File: src/rtl/sipo_word_rx_if.sv
// Serial-in / word-out bundle for sipo_word_rx: serial input side, valid/ready word output side.
interface sipo_word_rx_if #(
  parameter int WIDTH = 8
) ();
  logic             en_sipo;
  logic             valid;
  logic             data_in;
  logic             out_ready;
  logic [WIDTH-1:0] data_out;
  logic             out_valid;
  logic             overrun;
  logic             parity_err;

  modport master (
    output en_sipo, valid, data_in, out_ready,
    input  data_out, out_valid, overrun, parity_err
  );

  modport slave (
    input  en_sipo, valid, data_in, out_ready,
    output data_out, out_valid, overrun, parity_err
  );
endinterface

File: src/rtl/sipo_word_rx.sv
// WIDTH-bit serial-to-parallel receiver with a one-entry valid/ready output buffer and sticky overrun.
// Define SIPO_PARITY_EN to expect a trailing parity bit after each word and report parity_err.
module sipo_word_rx #(
  parameter int WIDTH      = 8,
  parameter bit MSB_FIRST  = 1'b0,
  parameter bit PARITY_ODD = 1'b0
) (
  input  logic          clk,
  input  logic          rst,
  sipo_word_rx_if.slave bus
);

  typedef enum logic [1:0] {
    IDLE = 2'd0,
    DATA = 2'd1,
    PAR  = 2'd2
  } state_t;

  localparam int            CW   = $clog2(WIDTH + 1);
  localparam logic [CW-1:0] LAST = CW'(WIDTH - 1);
`ifdef SIPO_PARITY_EN
  localparam bit PAR_EN = 1'b1;
`else
  localparam bit PAR_EN = 1'b0;
`endif

  state_t           state_r;
  state_t           state_nxt_s;
  logic [WIDTH-1:0] shift_r;
  logic [WIDTH-1:0] shift_nxt_s;
  logic [WIDTH-1:0] word_s;
  logic [WIDTH-1:0] data_r;
  logic [CW-1:0]    cnt_r;
  logic             out_valid_r;
  logic             overrun_r;
  logic             parity_err_r;
  logic             sample_s;
  logic             in_par_s;
  logic             last_data_s;
  logic             push_s;
  logic             pop_s;
  logic             par_bad_s;

  // State register
  always_ff @(posedge clk or negedge rst) begin
    if (!rst) begin
      state_r <= IDLE;
    end else begin
      state_r <= state_nxt_s;
    end
  end

  // Next-state decode; dropping en_sipo always returns to IDLE
  always_comb begin
    state_nxt_s = state_r;
    if (!bus.en_sipo) begin
      state_nxt_s = IDLE;
    end else begin
      case (state_r)
        IDLE, DATA: begin
          if (PAR_EN && last_data_s) begin
            state_nxt_s = PAR;
          end else begin
            state_nxt_s = DATA;
          end
        end
        PAR: begin
          if (sample_s) begin
            state_nxt_s = DATA;
          end else begin
            state_nxt_s = PAR;
          end
        end
        default: state_nxt_s = IDLE;
      endcase
    end
  end

  // Output decode: sampling, shift direction, word completion and parity check
  always_comb begin
    sample_s    = bus.en_sipo & bus.valid;
    in_par_s    = (state_r == PAR);
    last_data_s = sample_s && !in_par_s && (cnt_r == LAST);
    pop_s       = out_valid_r & bus.out_ready;
    if (MSB_FIRST) begin
      shift_nxt_s = {shift_r[WIDTH-2:0], bus.data_in};
    end else begin
      shift_nxt_s = {bus.data_in, shift_r[WIDTH-1:1]};
    end
    if (in_par_s) begin
      // shift_r already holds the complete data word; this bit is parity only
      push_s    = sample_s;
      word_s    = shift_r;
      par_bad_s = ((^shift_r) ^ bus.data_in) != PARITY_ODD;
    end else begin
      push_s    = last_data_s && !PAR_EN;
      word_s    = shift_nxt_s;
      par_bad_s = 1'b0;
    end
  end

  // Shift register and bit counter; cleared whenever the block is disabled
  always_ff @(posedge clk or negedge rst) begin
    if (!rst) begin
      shift_r <= {WIDTH{1'b0}};
      cnt_r   <= {CW{1'b0}};
    end else if (!bus.en_sipo) begin
      shift_r <= {WIDTH{1'b0}};
      cnt_r   <= {CW{1'b0}};
    end else if (sample_s && !in_par_s) begin
      shift_r <= shift_nxt_s;
      cnt_r   <= (cnt_r == LAST) ? {CW{1'b0}} : (cnt_r + CW'(1));
    end
  end

  // Output buffer: a completing word may replace the one being consumed in the same cycle
  always_ff @(posedge clk or negedge rst) begin
    if (!rst) begin
      data_r       <= {WIDTH{1'b0}};
      out_valid_r  <= 1'b0;
      parity_err_r <= 1'b0;
    end else if (push_s && (!out_valid_r || bus.out_ready)) begin
      data_r       <= word_s;
      out_valid_r  <= 1'b1;
      parity_err_r <= par_bad_s;
    end else if (pop_s) begin
      out_valid_r  <= 1'b0;
      parity_err_r <= 1'b0;
    end
  end

  // Sticky overrun, cleared only by reset or disabling the block
  always_ff @(posedge clk or negedge rst) begin
    if (!rst) begin
      overrun_r <= 1'b0;
    end else if (!bus.en_sipo) begin
      overrun_r <= 1'b0;
    end else if (push_s && out_valid_r && !bus.out_ready) begin
      overrun_r <= 1'b1;
    end
  end

  assign bus.data_out   = data_r;
  assign bus.out_valid  = out_valid_r;
  assign bus.overrun    = overrun_r;
  assign bus.parity_err = parity_err_r;

endmodule
File: src/flat_wrapper.sv
// flat-port wrapper written by rule: the top's interface ports become plain ports
module sipo_word_rx_flat 
#(
  parameter int WIDTH      = 8,
  parameter bit MSB_FIRST  = 1'b0,
  parameter bit PARITY_ODD = 1'b0
)
  (clk, rst, bus_en_sipo, bus_valid, bus_data_in, bus_out_ready, bus_data_out, bus_out_valid, bus_overrun, bus_parity_err);
  sipo_word_rx_if #(.WIDTH(WIDTH)) bus_i ();
  input  logic clk;
  input  logic rst;
  input wire logic [$bits(bus_i.en_sipo)-1:0] bus_en_sipo;
  input wire logic [$bits(bus_i.valid)-1:0] bus_valid;
  input wire logic [$bits(bus_i.data_in)-1:0] bus_data_in;
  input wire logic [$bits(bus_i.out_ready)-1:0] bus_out_ready;
  output wire logic [$bits(bus_i.data_out)-1:0] bus_data_out;
  output wire logic [$bits(bus_i.out_valid)-1:0] bus_out_valid;
  output wire logic [$bits(bus_i.overrun)-1:0] bus_overrun;
  output wire logic [$bits(bus_i.parity_err)-1:0] bus_parity_err;
  assign bus_i.en_sipo = bus_en_sipo;
  assign bus_i.valid = bus_valid;
  assign bus_i.data_in = bus_data_in;
  assign bus_i.out_ready = bus_out_ready;
  assign bus_data_out = bus_i.data_out;
  assign bus_out_valid = bus_i.out_valid;
  assign bus_overrun = bus_i.overrun;
  assign bus_parity_err = bus_i.parity_err;
  sipo_word_rx #(.WIDTH(WIDTH), .MSB_FIRST(MSB_FIRST), .PARITY_ODD(PARITY_ODD)) u_core (.clk(clk), .rst(rst), .bus(bus_i));
endmodule
File: config.mk
export PLATFORM = sky130hd
export DESIGN_NAME = sipo_word_rx_flat
export DESIGN_NICKNAME = d
export VERILOG_FILES = /design/src/rtl/sipo_word_rx_if.sv /design/src/rtl/sipo_word_rx.sv /design/src/flat_wrapper.sv
export SDC_FILE = /design/constraint.sdc
export NUM_CORES = 1
export LEC_CHECK = 0
export ABC_AREA = 1
export CAP_MARGIN = 5
export CORE_ASPECT_RATIO = 1.2
export CORE_MARGIN = 2
export CORE_UTILIZATION = 53
export CTS_CLUSTER_DIAMETER = 60
export DETAILED_ROUTE_END_ITERATION = 12
export GPL_TIMING_DRIVEN = 0
export PLACE_DENSITY = 0.82
export REMOVE_ABC_BUFFERS = 1
export SYNTH_ARGS = -nofsm -noshare
export SYNTH_HDL_FRONTEND = slang
export SYNTH_SLANG_ARGS = --single-unit
File: constraint.sdc
create_clock -name clk -period 1.9 [get_ports clk]
set_input_delay 0.19 -clock clk [delete_from_list [all_inputs] [get_ports clk]]
set_output_delay 0.19 -clock clk [all_outputs]
set_load 0.005 [all_outputs]
# Word level (Yosys, flattened, before mapping)
# Index checks and enable logic that the tools add are counted.
# W data, S select, Z words.
[totals] input_bits=6 word_cells=45 out_inout_bits=11 ff_bits=25
[op_classes] n_bitwise=3 muxes=16 reduce_logical=13 addsub=1 eq_ne=5
[ops] cell="$mux W8" n=3
[ops] cell="$mux W4" n=3
[ops] cell="$reduce_xor A8 Y1" n=1
[ops] cell="$mux W1" n=7
[ops] cell="$logic_and A1 B1 Y1" n=5
[ops] cell="$add A4 B1 Y4 const B" n=1
[ops] cell="$eq A4 B3 Y1 const B" n=1
[ops] cell="$mux W2" n=2
[ops] cell="$ne A2 B1 Y1 const B" n=2
[ops] cell="$pmux W2 S2" n=1
[ops] cell="$logic_not A1 Y1" n=3
[ops] cell="$and A1 B1 Y1" n=2
[ops] cell="$eq A2 B1 Y1 const B" n=1
[ops] cell="$eq A2 B2 Y1 const B" n=1
[ops] cell="$logic_not A2 Y1" n=1
[ops] cell="$reduce_bool A2 Y1" n=1
[ops] cell="$reduce_or A2 Y1" n=1
[ops] cell="$logic_or A1 B1 Y1" n=1
[ops] cell="$xor A1 B1 Y1" n=1

# Depth between registers and ports, before layout
# Gate-level depths: netlist of run 1.
[depth] ltp_word=9 ltp_mapped=10 mapped_depth_nobuf=10

# Least setup slack after synthesis of run 1
# No wires, ideal clock.
[synth_timing] kind="reg-to-reg" startpoint="register u_core.cnt_r[0]" endpoint="register u_core.data_r[0], in the netlist u_core.bus.data_out[0]" period_less_slack_ns=1.314 required_ns=1.769 slack_ns=0.586 arrival_ns=1.183 setup_ns=0.131 path_stages_with_launch=8 n_path_buf=1 cell_sequence="dfrtp_1 > ha_1 > nand3_2 > a21oi_4 > nand2_4 > buf_6 > nand2_1 > o211ai_1"
[synth_between] elab_chain_cells=4
[synth_lines] item="start: declaration" line="sipo_word_rx.sv:33" rtl="logic [CW-1:0] cnt_r;"
[synth_lines] item="start signal: assignment" line="sipo_word_rx.sv:106" rtl="cnt_r <= {CW{1'b0}};"
[synth_lines] item="start signal: assignment" line="sipo_word_rx.sv:109" rtl="cnt_r <= {CW{1'b0}};"
[synth_lines] item="start signal: assignment" line="sipo_word_rx.sv:112" rtl="cnt_r <= (cnt_r == LAST) ? {CW{1'b0}} : (cnt_r + CW'(1));"
[synth_lines] item="$eq A4 B3 Y1" line="sipo_word_rx.sv:83" rtl="last_data_s = sample_s && !in_par_s && (cnt_r == LAST);"
[synth_lines] item="$logic_and A1 B1 Y1" line="sipo_word_rx.sv:83"
[synth_lines] item="$mux W1" line="sipo_word_rx.sv:90" rtl="if (in_par_s) begin"
[synth_lines] item="$logic_and A1 B1 Y1" line="sipo_word_rx.sv:122" rtl="end else if (push_s && (!out_valid_r || bus.out_ready)) begin"
[synth_lines] item="end signal: assignment" line="sipo_word_rx.sv:119" rtl="data_r <= {WIDTH{1'b0}};"
[synth_lines] item="end signal: assignment" line="sipo_word_rx.sv:123" rtl="data_r <= word_s;"
[synth_lines] item="end: declaration" line="sipo_word_rx.sv:32" rtl="logic [WIDTH-1:0] data_r;"
# No other way between the ends.
# A chain may end at the register's enable or synchronous reset.

# Final worst setup path of run 1
[layout_timing] startpoint="input port bus_en_sipo" endpoint="register u_core.data_r[5], in the netlist u_core.bus.data_out[5]"
[layout_between] elab_chain_cells=5
[layout_lines] item="start: declaration" line="flat_wrapper.sv:12" rtl="input wire logic [$bits(bus_i.en_sipo)-1:0] bus_en_sipo;"
[layout_lines] item="$and A1 B1 Y1 *" line="sipo_word_rx.sv:81" rtl="sample_s = bus.en_sipo & bus.valid;"
[layout_lines] item="$logic_and A1 B1 Y1 (2 in series)" line="sipo_word_rx.sv:83"
[layout_lines] item="$mux W1 *" line="sipo_word_rx.sv:90"
[layout_lines] item="$logic_and A1 B1 Y1 *" line="sipo_word_rx.sv:122"
# Every way passes the cells marked *; elsewhere a longest branch is shown, timed or not.

==> results.cfg, run 1 <==
[logic_synthesis]
fraction_of_the_yosys_area_taken_by_sequential_cells_pct = 48.3
synth_flop_cell = sky130_fd_sc_hd__dfrtp_1
share_of_flip_flops_with_an_asynchronous_set_or_reset_pct = 100
synth.distinct_cells = 24
ffs_latches_synth = 25
yosys_warnings = 0
synthesis.instances = 159
syn_avg_cell_area_um2 = 8.14
syn_area_um2 = 1290
number_of_synthesized_flops_with_an_enable_pin = 0

[global_routing]
grt_util_met2_pct = 34.4
antenna_violations_before_repair = 0
gr-usage-met3_pct = 3.09
met1_usage_pct = 26.1
first_global_vias = 1066
grt_pass1_wl_um = 4510
grtUsageTotal_pct = 20.2
largest_net_degree_at_the_start_of_global_routing = 26
grt_remaining_overflow = 0
global_route.peak_usage_layer = met2

[routing]
route.detailed.wl_per_inst_um = 11.8
antenna_violating_nets_post_route = 0
number_of_vias_per_cell = 5.24
first_pass_iters = 4
detailedRoute.firstIterationViolations = 35
via_count = 1079
final_wirelength_um = 2440
drt_drc_violations_left = 0

[floorplanning]
chipWidth_um = 49.1
i_o_pin_count = 17
floorplan.die.height_um = 58.2
rows = 19
initial_core_util_pct = 56.2
design.core.area_um2 = 2310
floorplan.die_area_um2 = 2860

[critical_path]
cpPeakStageDelay_ns = 0.70
cell_chain_critical_path = clkdlybuf4s50_1 > nand2_4 > a21oi_4 > nand3b_1 > inv_2 > nand2_1 > o211ai_1
worstSetupStartpointType = primary input
timing.critical_path.required_ns = 2.14
timing.critical_path.slowest_stage_cell = sky130_fd_sc_hd__clkdlybuf4s50_1
timing.critical_path.arrival_ns = 1.74
critical_path.endpoint_type = flop
critical_path_class = primary input to flop
r2r_slack_ns = 0.46
worst-path-max-fanout = 11

[cts]
cts_tree = yes
h_tree_level_count = 1
cts_root_buffer = sky130_fd_sc_hd__clkbuf_4
post_cts_buffers = 0
tritoncts.num_buffers = 3
clk-insertion-delay-late_ns = 0.31
number_of_instances_resized_during_post_cts_repair = 0
postCtsHoldBufs = 0
maximum_count_of_clock_buffers_along_a_single_path = 2
clk_pin_slew_worst_paths_ns = 0.13
cts_num_sinks = 25

[final_layout]
antenna_cells = 0
final-instance-count-excl-fill = 206
final_layout_size_suffix_gt1_share_pct = 8.57
nFillCells = 208
postLayoutCoreUtil_pct = 64.5
finalNetCount = 183
syn2layout_area_growth_pct = 14.8

[sta]
hold_violations = 0
max_frequency_ghz = 0.667
setup_viol = 0
grt_setup_unrepaired = no
worst-slew-pin-transition_ns = 1.07
fin_tns_setup_ns = 0
layout_setup_ws_ns = 0.401
period_needed_ns = 1.50
final.period_utilization_pct = 78.9
worst_clock_skew_ns = 0.00558
drv_slew = 0
relSlewSlack_pct = 28.7
whs_ns = 0.441

[pwr]
static-leakage-power_uw = 0.000704
ir_worst_vdd_mv = 0.525
p_per_area_nw_per_um2 = 608

[placement]
detailedPlace.worstSlack_ns = 0.0708
place.detailed.hpwl_um = 1760
globalplace.congestion = 0.820
placed_cells_incl_taps = 202
port_buffers = 16

[outcome]
run_status = complete, no violations

[run]
reported_max_cap_violation_count = 0

[min_path]
min-delay-path-class = primary input to asynchronous set/reset pin
## routing by layer
metal | wire [um] | vias to the layer above
li1 | - | 540
met1 | 1090 | 515
met2 | 1250 | 20
met3 | 82 | 4
met4 | 24 | 0
met5 | 0 | -
## power by group
group | internal, uW | total, uW | switching, uW
registers | 550 | 565 | 14.5
clock network | 78.6 | 231 | 152
logic | 49.1 | 108 | 59.0
## path summary, 6_finish.rpt
path / start / to / cells past startpoint
setup / recovery: bus_en_sipo / u_core.bus.data_out[5] / 7
hold / removal: rst / u_core.shift_r[5] / 1
setup reg to reg: u_core.state_r[0] / u_core.bus.data_out[5] / 7
hold reg to reg: u_core.state_r[1] / u_core.state_r[0] / 1
max in group asynchronous: rst / u_core.shift_r[3] / 1
min in group clk: u_core.state_r[1] / u_core.state_r[0] / 1
## layout make-up
class	count	area, um^2	share of cell area (%)
Sequential cell	25	626	42.1
Multi-Input combinational cell	111	563	37.9
Timing Repair Buffer	16	160	10.8
Inverter	19	71.3	4.80
Tap cell	31	38.8	2.61
Clock buffer	3	22.5	1.52
Clock inverter	1	5.00	0.337
## per-stage QoR
step	cell area, um^2	power [uW]
floorplan	1260	629
global placement	1460	680
detailed placement	1460	684
CTS	1490	918
global route	1490	955
finish	1490	903
## cells in the final DEF (no fill, tap or decap), types with 2 or more instances in the layout
cell type / instances
sky130_fd_sc_hd__nand2_1: 64
sky130_fd_sc_hd__dfrtp_1: 25
sky130_fd_sc_hd__inv_1: 17
sky130_fd_sc_hd__clkdlybuf4s50_1: 16
sky130_fd_sc_hd__o22ai_1: 9
sky130_fd_sc_hd__o211ai_1: 8
sky130_fd_sc_hd__nor2_1: 6
sky130_fd_sc_hd__nand3_1: 6
sky130_fd_sc_hd__nand2_4: 3
sky130_fd_sc_hd__clkbuf_4: 3
sky130_fd_sc_hd__a21oi_1: 2
sky130_fd_sc_hd__nand2_2: 2
sky130_fd_sc_hd__inv_2: 2
sky130_fd_sc_hd__o21ai_0: 2
## critical path: cells and delay by family
kind / cells / cell delay [ns]
AND/OR/NAND/NOR: 3 / 0.39
buffers and inverters: 2 / 0.86
AO/OA/AOI/OAI: 2 / 0.30
## kinds of logic after synthesis
| family | synth area share, % |
|---|---|
| adders and majority gates | 0.966 |
| and+or+nand+nor | 28.4 |
| xor gates and xnor gates | 0.676 |
| AOI/OAI and AO/OA | 13.4 |
| DFF | 48.3 |
| buffers and inverters | 8.21 |
## cells in the mapped netlist, types with 2 or more instances
cell type | count | area (um^2)
sky130_fd_sc_hd__nand2_4 | 3 | 33.8
sky130_fd_sc_hd__o22ai_1 | 9 | 56.3
sky130_fd_sc_hd__dfrtp_1 | 25 | 626
sky130_fd_sc_hd__o21ai_0 | 2 | 10.0
sky130_fd_sc_hd__nand2_1 | 64 | 240
sky130_fd_sc_hd__a21oi_1 | 2 | 10.0
sky130_fd_sc_hd__nand2_2 | 2 | 12.5
sky130_fd_sc_hd__nand3_1 | 6 | 30.0
sky130_fd_sc_hd__nor2_1 | 6 | 22.5
sky130_fd_sc_hd__inv_2 | 2 | 7.51
sky130_fd_sc_hd__o211ai_1 | 8 | 60.1
sky130_fd_sc_hd__buf_6 | 2 | 22.5
sky130_fd_sc_hd__inv_1 | 17 | 63.8
## sequential cells by signal (all words and copies together) (netlist names)
name,flops
u_core.cnt_r,4
u_core.shift_r,8
u_core.state_r,2
u_core.bus.data_out,8
u_core.bus.out_valid,1
u_core.bus.overrun,1
u_core.bus.parity_err,1
No activity file was read; power rests on OpenSTA's default activity.
==> inputs of run 2 (changes only) <==
Clock period 1.9 ns to 1.4 ns, I/O delays scaled along.
==> results.cfg, run 2 (synthesis results as in run 1) <==
[final_layout]
nFillCells = 194
syn2layout_area_growth_pct = 19.7
multi_input_comb_area_um2 = 591
finalNetCount = 188
layout.cells.most_common = sky130_fd_sc_hd__nand2_1
mostFrequentLayoutCells = 63 x sky130_fd_sc_hd__nand2_1, 25 x sky130_fd_sc_hd__dfrtp_1, 17 x sky130_fd_sc_hd__inv_1
antenna_cells = 0
final-instance-count-excl-fill = 211
area.sequential_um2 = 626
final_layout_size_suffix_gt1_share_pct = 12.2

[routing]
routed.top_layer = met4
final_wirelength_um = 2640
route.detailed.wl_per_inst_um = 12.5
m1WireLength_um = 1110
detailedRoute.firstIterationViolations = 48
first_pass_iters = 4
met2_wirelength_um = 1370
antenna_violating_nets_post_route = 0
drt_drc_violations_left = 0
via_count = 1112
number_of_vias_per_cell = 5.27
met3_wirelength_um = 117

[critical_path]
worst-path-max-fanout = 5
number_of_buffer_and_inverter_instances_along_the_worst_setup_path = 1
crit_family = flip-flops
timing.critical_path.required_ns = 1.63
timing.critical_path.slowest_stage_cell = sky130_fd_sc_hd__dfrtp_1
critical_path.endpoint_type = flop
cpPeakStageDelay_ns = 0.42
timing.critical_path.arrival_ns = 1.69
critical_path_class = flop to flop
worstSetupStartpointType = flop
cell_chain_critical_path = ha_4 > nand3_4 > a21oi_4 > nand3b_1 > inv_2 > nand2_1 > o211ai_1

[pwr]
power_switching_share_pct = 25.2
static-leakage-power_uw = 0.000735
clock_network_power_share_pct = 25.0
p_sw_uw = 314
power_report.internal_total_uw = 934
p_per_area_nw_per_um2 = 805
ir_worst_vdd_mv = 0.710
power.sequential.fraction_pct = 61.5
comb_power_share_pct = 13.5

[sta]
setup_viol = 9
drv_slew = 0
period_needed_ns = 1.46
relSlewSlack_pct = 28.7
max_frequency_ghz = 0.687
grt_setup_unrepaired = yes
worst-slew-pin-transition_ns = 1.07
worst_clock_skew_ns = 0.00510
final.period_utilization_pct = 104
whs_ns = 0.365
hold_violations = 0
layout_setup_ws_ns = -0.0563

[cts]
maximum_count_of_clock_buffers_along_a_single_path = 2
h_tree_level_count = 1
cts_num_sinks = 25
clk-insertion-delay-late_ns = 0.31
clk_pin_slew_worst_paths_ns = 0.13
cts_tree = yes
cts_root_buffer = sky130_fd_sc_hd__clkbuf_4
tritoncts.num_buffers = 3

[global_routing]
first_global_vias = 1111
grt_remaining_overflow = 0
grt_pass1_wl_um = 4660
grtUsageTotal_pct = 20.9
largest_net_degree_at_the_start_of_global_routing = 26
antenna_violations_before_repair = 0

[floorplanning]
design.core.area_um2 = 2310
rows = 19
initial_core_util_pct = 56.2
floorplan.die_area_um2 = 2860
chipWidth_um = 49.1
floorplan.die.height_um = 58.2
i_o_pin_count = 17

[placement]
detailedPlace.worstSlack_ns = -0.379
placed_cells_incl_taps = 202
port_buffers = 16
globalplace.congestion = 0.820
place.detailed.hpwl_um = 1760

[outcome]
run_status = finished with violations
failed_checks = setup timing

[run]
reported_max_cap_violation_count = 0

[min_path]
min-delay-path-class = primary input to flop
## run 2: cell types whose count changed in the layout (fill, tap and decap cells not counted)
| cell | previous run | this run |
|---|---|---|
| sky130_fd_sc_hd__nand2_4 | 3 | 4 |
| sky130_fd_sc_hd__ha_1 | 1 | 0 |
| sky130_fd_sc_hd__clkdlybuf4s50_1 | 16 | 15 |
| sky130_fd_sc_hd__nand3_2 | 1 | 0 |
| sky130_fd_sc_hd__buf_4 | 0 | 4 |
| sky130_fd_sc_hd__nand3_4 | 0 | 1 |
| sky130_fd_sc_hd__clkinvlp_4 | 0 | 1 |
| sky130_fd_sc_hd__dlygate4sd2_1 | 0 | 1 |
| sky130_fd_sc_hd__nand2_1 | 64 | 63 |
| sky130_fd_sc_hd__ha_4 | 0 | 1 |
## run 2: layer usage
layer / vias to the layer above / track usage [%]
li1: 550 / -
met1: 520 / 25.7
met2: 36 / 36.7
met3: 6 / 3.09
met4: 0 / 8.57
met5: - / 0
## run 2: final timing paths
kind                                   startpoint                endpoint  slack [ns]  depth (start not counted)
worst min register to register  u_core.state_r[1]       u_core.state_r[0]        0.52                          1
max in group asynchronous                     rst       u_core.shift_r[3]        0.37                          1
worst max register to register    u_core.cnt_r[1]  u_core.bus.data_out[5]       -0.06                          7
worst max-delay path              u_core.cnt_r[1]  u_core.bus.data_out[5]       -0.06                          7
worst min-delay path                  bus_en_sipo       u_core.state_r[0]        0.36                          3
min in group asynchronous                     rst       u_core.shift_r[5]        0.39                          1
## run 2: timing repair
item / CTS / global route
pin swaps: 0 / 3
hold buffers: 0 / 0
gates resized for setup: 3 / 4
endpoints found under the setup margin: 9 / 9
cloned: 1 / 0
setup buffers: 2 / 2
## run 2: worst register-to-register path: cells and delay by family (launching register included)
family	cells	cell delay [ns]
DFF	1	0.42
and+or+nand+nor	3	0.34
AOI/OAI and AO/OA	2	0.29
adders and majority gates	1	0.17
buffers and inverters	1	0.16
## run 2: per-stage QoR
| stage | power, uW | utilization, % | area (um^2) | TNS, ns |
|---|---|---|---|---|
| 3_5_place_dp | 929 | 63.3 | 1460 | -8.21 |
| 3_3_place_gp | 922 | 63.3 | 1460 | -5.78 |
| 6_report | 1250 | 67.2 | 1550 | -0.253 |
| 4_1_cts | 1250 | 65.6 | 1510 | -0.0284 |
| 2_1_floorplan | 854 | - | 1260 | 0 |
| 5_1_grt | 1320 | 67.2 | 1550 | -1.09 |
## run 2: cell type report
| type | count | share of cell area (%) |
|---|---|---|
| Multi-Input combinational cell | 111 | 38.1 |
| Timing Repair inverter | 1 | 0.484 |
| Tap cell | 31 | 2.50 |
| Timing Repair Buffer | 20 | 12.2 |
| Clock inverter | 1 | 0.323 |
| Clock buffer | 3 | 1.45 |
| Sequential cell | 25 | 40.4 |
| Inverter | 19 | 4.60 |
## run 2: power groups by stage
stage / Sequential, uW / Clock [uW] / Combinational [uW]
2_1_floorplan: 778 / 0 / 76.1
3_3_place_gp: 778 / 0 / 144
3_5_place_dp: 780 / 0 / 149
4_1_cts: 765 / 330 / 160
5_1_grt: 772 / 354 / 195
6_report: 768 / 311 / 169
==> inputs of run 3 (changes only) <==
Clock period 1.4 ns to 1.5 ns, I/O delays scaled along.
==> results.cfg, run 3 (synthesis results as in run 1) <==
[outcome]
run_status = complete, no violations

[floorplanning]
i_o_pin_count = 17
floorplan.die_area_um2 = 2860
rows = 19
design.core.area_um2 = 2310
floorplan.die.height_um = 58.2
chipWidth_um = 49.1
initial_core_util_pct = 56.2

[routing]
drt_drc_violations_left = 0
detailedRoute.firstIterationViolations = 33
final_wirelength_um = 2440
via_count = 1073
route.detailed.wl_per_inst_um = 11.8
first_pass_iters = 4
number_of_vias_per_cell = 5.21
antenna_violating_nets_post_route = 0

[cts]
tritoncts.num_buffers = 3
h_tree_level_count = 1
post_cts_buffers = 0
cts_num_sinks = 25
cts_root_buffer = sky130_fd_sc_hd__clkbuf_4
cts_tree = yes
clk_pin_slew_worst_paths_ns = 0.13
maximum_count_of_clock_buffers_along_a_single_path = 2
clk-insertion-delay-late_ns = 0.31

[critical_path]
crit_family = buffers and inverters
timing.critical_path.slowest_stage_cell = sky130_fd_sc_hd__clkdlybuf4s50_1
r2r_slack_ns = 0.07
worst-path-max-fanout = 11
critical_path.endpoint_type = flop
timing.critical_path.arrival_ns = 1.70
critical_path_class = primary input to flop
cpPeakStageDelay_ns = 0.70
number_of_buffer_and_inverter_instances_along_the_worst_setup_path = 2
reg2regPathDepth = 7
regToRegEndpoint = u_core.bus.data_out[5]
rr_startpoint = u_core.cnt_r[0]
cell_chain_critical_path = clkdlybuf4s50_1 > nand2_4 > a21oi_4 > nand3b_1 > inv_4 > nand2_1 > o211ai_1
worstSetupStartpointType = primary input
timing.critical_path.required_ns = 1.74
cp.depth = 7

[placement]
port_buffers = 16
place.detailed.hpwl_um = 1760
globalplace.congestion = 0.820

[final_layout]
layout.cells.most_common = sky130_fd_sc_hd__nand2_1
mostFrequentLayoutCells = 64 x sky130_fd_sc_hd__nand2_1, 25 x sky130_fd_sc_hd__dfrtp_1, 17 x sky130_fd_sc_hd__inv_1
antenna_cells = 0
postLayoutCoreUtil_pct = 64.9
finalNetCount = 183
syn2layout_area_growth_pct = 15.6
final_layout_size_suffix_gt1_share_pct = 9.14

[global_routing]
antenna_violations_before_repair = 0
largest_net_degree_at_the_start_of_global_routing = 26
grt_remaining_overflow = 0
grt_pass1_wl_um = 4510
first_global_vias = 1066
grtUsageTotal_pct = 20.2

[pwr]
p_per_area_nw_per_um2 = 765
fin_total_pwr_uw = 1140
ir_worst_vdd_mv = 0.662
static-leakage-power_uw = 0.000710

[sta]
setup_viol = 0
max_frequency_ghz = 0.685
worst-slew-pin-transition_ns = 1.06
final.period_utilization_pct = 97.3
period_needed_ns = 1.46
drv_slew = 0
grt_setup_unrepaired = yes
worst_clock_skew_ns = 0.00581
relSlewSlack_pct = 28.8
hold_violations = 0

[min_path]
min-delay-path-class = primary input to asynchronous set/reset pin

[run]
reported_max_cap_violation_count = 0
run 3: report_power, final:
part	total (uW)	switching (uW)	internal (uW)	leakage (uW)
combinational	138	75.2	62.8	0.000352
clock	291	191	99.5	0.0000177
sequential	716	18.6	697	0.000340
total	1140	285	859	0.000710
run 3: layout make-up:
class,instances,area (um^2)
clock buffer,3,22.5
sequential,25,626
multi-input combinational,111,571
inverter,19,73.8
clock inverter,1,5.00
tap,31,38.8
fill,205,810
timing repair buffer,16,160
run 3: worst max-delay path by stage:
stage                           start                     end  slack (ns)
floorplan             u_core.cnt_r[0]  u_core.bus.data_out[0]        0.25
global placement          bus_en_sipo   u_core.bus.parity_err       -0.24
detailed placement        bus_en_sipo  u_core.bus.data_out[5]       -0.29
CTS                 u_core.state_r[0]  u_core.bus.data_out[5]        0.05
global route          u_core.cnt_r[0]  u_core.bus.data_out[2]       -0.03
finish                    bus_en_sipo  u_core.bus.data_out[5]        0.04
run 3: timing repair:
| item | CTS | global route |
|---|---|---|
| hold buffers | 0 | 0 |
| resized for setup | 0 | 3 |
| setup endpoints to repair | 0 | 9 |
| endpoints found under the hold margin | 0 | 0 |
run 3: worst reg2reg max path, delay by kind of cell, from the launching register on:
family	cells	cell delay [ns]
compound gates	2	0.28
simple gates	3	0.33
buf+inv	1	0.14
flops	1	0.41
fa+ha+maj	1	0.22
run 3: per-layer routing:
metal  vias up  GRT usage (%)  routed length (um)
met2        16           34.4                1250
met4         0           7.76                  23
met3         4           3.09                  70
met5         -              0                   0
li1        540              -                   -
met1       513           26.1                1100
run 3: stage by stage:
stage	setup TNS (ns)	worst slack [ns]	instances	area, um^2	hold WS (ns)
2_1_floorplan	0	0.250	155	1260	-0.146
3_3_place_gp	-2.50	-0.235	202	1460	0.448
3_5_place_dp	-3.92	-0.289	202	1460	0.468
4_1_cts	0	0.0500	206	1490	0.436
5_1_grt	-0.0866	-0.0275	206	1500	0.480
6_report	0	0.0408	206	1500	0.401
